===== src/rtl/quadrature_gen.sv =====
// PmodENC-style quadrature encoder emulator: turns accepted step commands into one
// Gray-coded A/B detent cycle each and tracks the signed position of emitted steps.
module quadrature_gen #(
    parameter int unsigned PHASE_TICKS = 4,
    parameter int unsigned POS_WIDTH   = 16
) (
    input  logic                 clk,
    input  logic                 reset_n,
    input  logic                 step_valid,
    input  logic                 step_left,
    output logic                 step_ready,
    output logic                 rotary_a,
    output logic                 rotary_b,
    output logic                 busy,
    output logic                 step_done,
    output logic [POS_WIDTH-1:0] position
);

    localparam int unsigned TICK_W = (PHASE_TICKS > 1) ? $clog2(PHASE_TICKS) : 1;
    localparam logic [TICK_W-1:0] TICK_LAST = TICK_W'(PHASE_TICKS - 1);

    typedef enum logic [2:0] {
        S_IDLE,
        S_PH1,
        S_PH2,
        S_PH3,
        S_PH4
    } state_e;

    state_e                state_q, state_d;
    logic [TICK_W-1:0]     tick_q, tick_d;
    logic                  dir_q, dir_d;
    logic                  a_q, a_d;
    logic                  b_q, b_d;
    logic                  done_q, done_d;
    logic [POS_WIDTH-1:0]  pos_q, pos_d;
    logic                  phase_end;

    assign phase_end = (tick_q == TICK_LAST);

    always_ff @(posedge clk or negedge reset_n) begin
        if (!reset_n) begin
            state_q <= S_IDLE;
            tick_q  <= '0;
            dir_q   <= 1'b0;
            a_q     <= 1'b0;
            b_q     <= 1'b0;
            done_q  <= 1'b0;
            pos_q   <= '0;
        end else begin
            state_q <= state_d;
            tick_q  <= tick_d;
            dir_q   <= dir_d;
            a_q     <= a_d;
            b_q     <= b_d;
            done_q  <= done_d;
            pos_q   <= pos_d;
        end
    end

    always_comb begin
        state_d = state_q;
        tick_d  = tick_q;
        dir_d   = dir_q;
        done_d  = 1'b0;
        pos_d   = pos_q;

        case (state_q)
            S_IDLE: begin
                if (step_valid) begin
                    state_d = S_PH1;
                    tick_d  = '0;
                    dir_d   = step_left;
                end
            end
            S_PH1, S_PH2, S_PH3, S_PH4: begin
                if (!phase_end) begin
                    tick_d = tick_q + TICK_W'(1);
                end else begin
                    tick_d = '0;
                    case (state_q)
                        S_PH1: begin
                            state_d = S_PH2;
                            // Count on the edge that drives 11, when a decoder registers the event.
                            pos_d   = dir_q ? (pos_q - POS_WIDTH'(1)) : (pos_q + POS_WIDTH'(1));
                        end
                        S_PH2:   state_d = S_PH3;
                        S_PH3:   state_d = S_PH4;
                        default: begin
                            state_d = S_IDLE;
                            done_d  = 1'b1;
                        end
                    endcase
                end
            end
            default: begin
                state_d = S_IDLE;
                tick_d  = '0;
            end
        endcase
    end

    // Outputs are registered, so decode the code from the next state.
    always_comb begin
        a_d = 1'b0;
        b_d = 1'b0;
        case (state_d)
            S_PH1: begin
                a_d = !dir_d;
                b_d = dir_d;
            end
            S_PH2: begin
                a_d = 1'b1;
                b_d = 1'b1;
            end
            S_PH3: begin
                a_d = dir_d;
                b_d = !dir_d;
            end
            default: begin
                a_d = 1'b0;
                b_d = 1'b0;
            end
        endcase
    end

    assign step_ready = (state_q == S_IDLE);
    assign busy       = !step_ready;
    assign rotary_a   = a_q;
    assign rotary_b   = b_q;
    assign step_done  = done_q;
    assign position   = pos_q;

endmodule


===== config.mk =====
export PLATFORM = sky130hd
export DESIGN_NAME = quadrature_gen
export DESIGN_NICKNAME = d
export VERILOG_FILES = /design/src/rtl/quadrature_gen.sv
export SDC_FILE = /design/constraint.sdc
export NUM_CORES = 1
export LEC_CHECK = 0
export BUFFER_PORTS_ARGS = -buffer_cell sky130_fd_sc_hd__buf_4
export CAP_MARGIN = 20
export CORE_ASPECT_RATIO = 1.1
export CORE_UTILIZATION = 57
export CTS_CLUSTER_DIAMETER = 100
export DETAILED_ROUTE_END_ITERATION = 16
export PLACE_DENSITY = 0.83
export SYNTH_ARGS = -nofsm -noshare
export SYNTH_HDL_FRONTEND = slang
export SYNTH_SLANG_ARGS = --single-unit

===== constraint.sdc =====
create_clock -name clk -period 3.1 [get_ports clk]
set_input_delay 0.31 -clock clk [delete_from_list [all_inputs] [get_ports clk]]
set_output_delay 0.31 -clock clk [all_outputs]
set_load 0.05 [all_outputs]

==> summary.md <==
| Metric | Value |
|---|---|
| Die H | `about 60 um` |
| Status | `finished, final reports clean` |
| Cells after Synth | `196` |
| Initial Utilization | `approximately three fifths` |
| Synth cell count leaders | `dfrtp_1, nand2_1, ha_1` |
| Clock slew at reported path FFs | `roughly 0.14 ns` |
| Worst Hold Class | `in2reg` |
| Post-synth EDFFs | `0` |
| CTS sink cnt | `25` |
| Unrepaired setup endpoints after global routing | `no` |
| Full die area | `approximately 3400 um2` |
| Area leader, netlist | `dfrtp_1` |
| Critical Path, Cell by Cell | `inv_1, fa_1, nor2b_1, o31a_1, o21ai_0, a21oi_1, mux2i_1, o311ai_1` |
| Hold Violations, Final | `0` |
| R2R Setup Slk | `0.50 ns` |
| Core box area | `a little over 3000 um2` |
| Slew HR | `about 31%` |
| Seq/Total Area, Yosys | `34.3%` |
| CTS max path bufs | `2` |
| Grt ovf | `0` |
| Avg Cell Area, Syn | `9.31 um2` |
| Layout cells sized above 1 | `between 20% and 30%` |
| Final Cycle Share | `roughly 84%` |
| Initial antenna violation count | `0` |
| Post-DP HPWL | `roughly 2800 um` |
| Number of port buffers | `24` |
| Final ANT Viol Nets | `0` |
| Post-CTS Setup Repair Bufs | `0` |
| H-tree levels | `1` |
| Overall global routing resource usage | `between 20% and 30%` |
| Worst-case reg-to-reg path depth | `8` |
| Non-Filler Instances | `between 200 and 300` |
| Least-Margin Pin Slew | `1.03 ns` |
| Final wirelength | `3690 um` |
| Setup TNS | `0 ns` |
| Crit path time final | `2.60 ns` |
| Syn Nets | `between 200 and 250` |
| PnR worst setup slack | `between 0.4 and 0.5 ns` |
| Synth warn | `0` |
| Startpoint of the worst hold path | `step_left` |
| Pre-CTS WS | `~0.54 ns` |
| Gpl congestion | `0.871` |
| CP Data Required Time | `around 3.3 ns` |
| Worst Path Max Fanout | `19` |
| CP max stage delay | `around 0.8 ns` |
| I/O pins | `25` |
| Mapped cell area | `~1800 um2` |
| Flops & latches, synth | `25` |
| Total of max-cap violations | `0` |
| Maximum number of pins on one net before global-route repair | `34` |
| Highest Clock Rate | `384 MHz` |
| Vias per cell | `between 5 and 6` |
| CTS buffer count | `3` |
| Share of the synthesized area in the top cell type | `34.3%` |
| Die Width | `between 50 and 60 um` |
| Critical path's slowest cell | `dfrtp_1` |
| Hold path depth | `3` |
| Wirelength per Cell | `14.6 um` |
| Library cells used by synthesis | `between 50 and 60` |
| Vias in the first global route | `~1,400` |
| Crit path max-delay family | `flip-flops` |
| Startpoint types | `register` |
| Clock Latency Late Sink | `around 0.33 ns` |
| Post-DP Area | `1990 um2` |
| Async SR Flop Fraction | `100%` |
| First-pass GRT wire length | `between 6000 and 7000 um` |
| Worst reg2reg path endpoint | `position[8]` |
| Fin. max-slew vios | `0` |
| WHS Endpoint | `dir_q` |
| Fin area | `between 2000 and 2500 um2` |
| Top post-synthesis cells by area | `dfrtp_1, ha_1, nand2_1` |
| Drt first pass iters | `7` |
| Residual DRC | `0` |
| CTS Root Cell | `clkbuf_4` |
| Critical Path End Type | `register` |
| Critical path type | `reg2reg` |
| Top_reg_cell synth | `dfrtp_1` |
| CTS tree | `yes` |
| Count of final setup violators | `0` |
| Fin nets | `roughly 240` |
| Area Growth Syn to Fin | `11.0%` |
| Dpl cells | `roughly 250` |
| Site row count | `21` |
| CP arrival | `2.79 ns` |
| Critical path buffers and inverters | `1` |
| Iter 0 DRT Violations | `48` |
| Ant. Diodes | `0` |
| Count leader, synth | `dfrtp_1` |
| Vias | `1,508` |
| Worst r2r src | `dir_q` |
| Clock skew | `0.00139 ns` |
-- layout make-up --
type                    count  area [um2]
repair buffers             25         190
clock buffers               3        22.5
fillers                   242        1020
flip-flops and latches     25         626
multi-input cells         154        1100
clock inverters             1        5.00
inverters                  10        38.8
well taps                  34        42.5
-- cell usage in the layout (no fill, tap or decap), types with 2 or more instances in the layout --
cell type,n
a211oi_2,2
ha_1,15
o31ai_1,2
a21oi_2,2
o21a_1,3
o31ai_2,2
inv_1,8
nor2b_1,2
o21ai_1,3
nor2_1,10
nand4_1,2
nor3_2,2
nand2_2,2
a31oi_1,3
dfrtp_1,25
and3_1,3
o211ai_1,2
a21oi_1,12
o21ai_0,12
o21bai_1,2
a21o_1,4
nor3_1,6
clkbuf_4,3
nand3_1,3
nand2_1,23
o311ai_1,2
mux2i_1,2
clkinv_2,2
buf_4,24
xor2_1,4
xnor2_1,7
-- repair_timing --
item	in CTS	in global routing
hold buffers	1	0
resized for setup	0	0
endpoints found under the setup margin	0	0
endpoints found under the hold margin	25	0
-- sequential cells by signal, summed over array words and instances (netlist names) --
| name | cells |
|---|---|
| dir_q | 1 |
| position | 16 |
| rotary_a | 1 |
| rotary_b | 1 |
| state_q | 3 |
| step_done | 1 |
| tick_q | 2 |
-- cells by family (layout without fill, tap and decap cells) --
kind of cell	after synthesis	count (layout)	synth area share [%]
xor+xnor	11	11	5.28
compound gates	65	65	25.9
mux	2	2	1.10
buf+inv	17	39	5.35
simple gates	60	60	16.7
flops	25	25	34.3
fa+ha+maj	16	16	11.4
-- how the worst max path moves through the flow --
stage	from	end	slack, ns	depth (start not counted)
after CTS	dir_q	position[8]	0.50	8
after global placement	dir_q	position[8]	0.65	8
after floorplan	position[0]	position[8]	0.81	8
after detailed placement	dir_q	position[8]	0.54	8
final	dir_q	position[8]	0.50	8
after global routing	dir_q	position[8]	0.30	8
-- layer usage --
layer | part of all wire [%] | up-vias | GRT usage [%]
li1 | - | 762 | -
met1 | 44 | 712 | 26.0
met2 | 52 | 29 | 43.9
met3 | 3.0 | 5 | 2.31
met4 | 1.3 | 0 | 9.06
met5 | 0 | - | 0
-- per-stage QoR --
| stage | hold WS (ns) | utilization [%] |
|---|---|---|
| after floorplan | 0.0144 | - |
| after global placement | 0.234 | 65.2 |
| after detailed placement | 0.239 | 65.2 |
| after CTS | 0.218 | 66.5 |
| after global routing | 0.233 | 66.5 |
| final | 0.232 | 66.5 |
-- tightest hold or removal path: stages --
cell,delay (ns)
buf_4,0.08
a31oi_2,0.09
inv_2,0.06
Power is left out: the tool's default activity adds up to more than one toggle a clock period on the data nets, which glitch-free logic cannot reach.
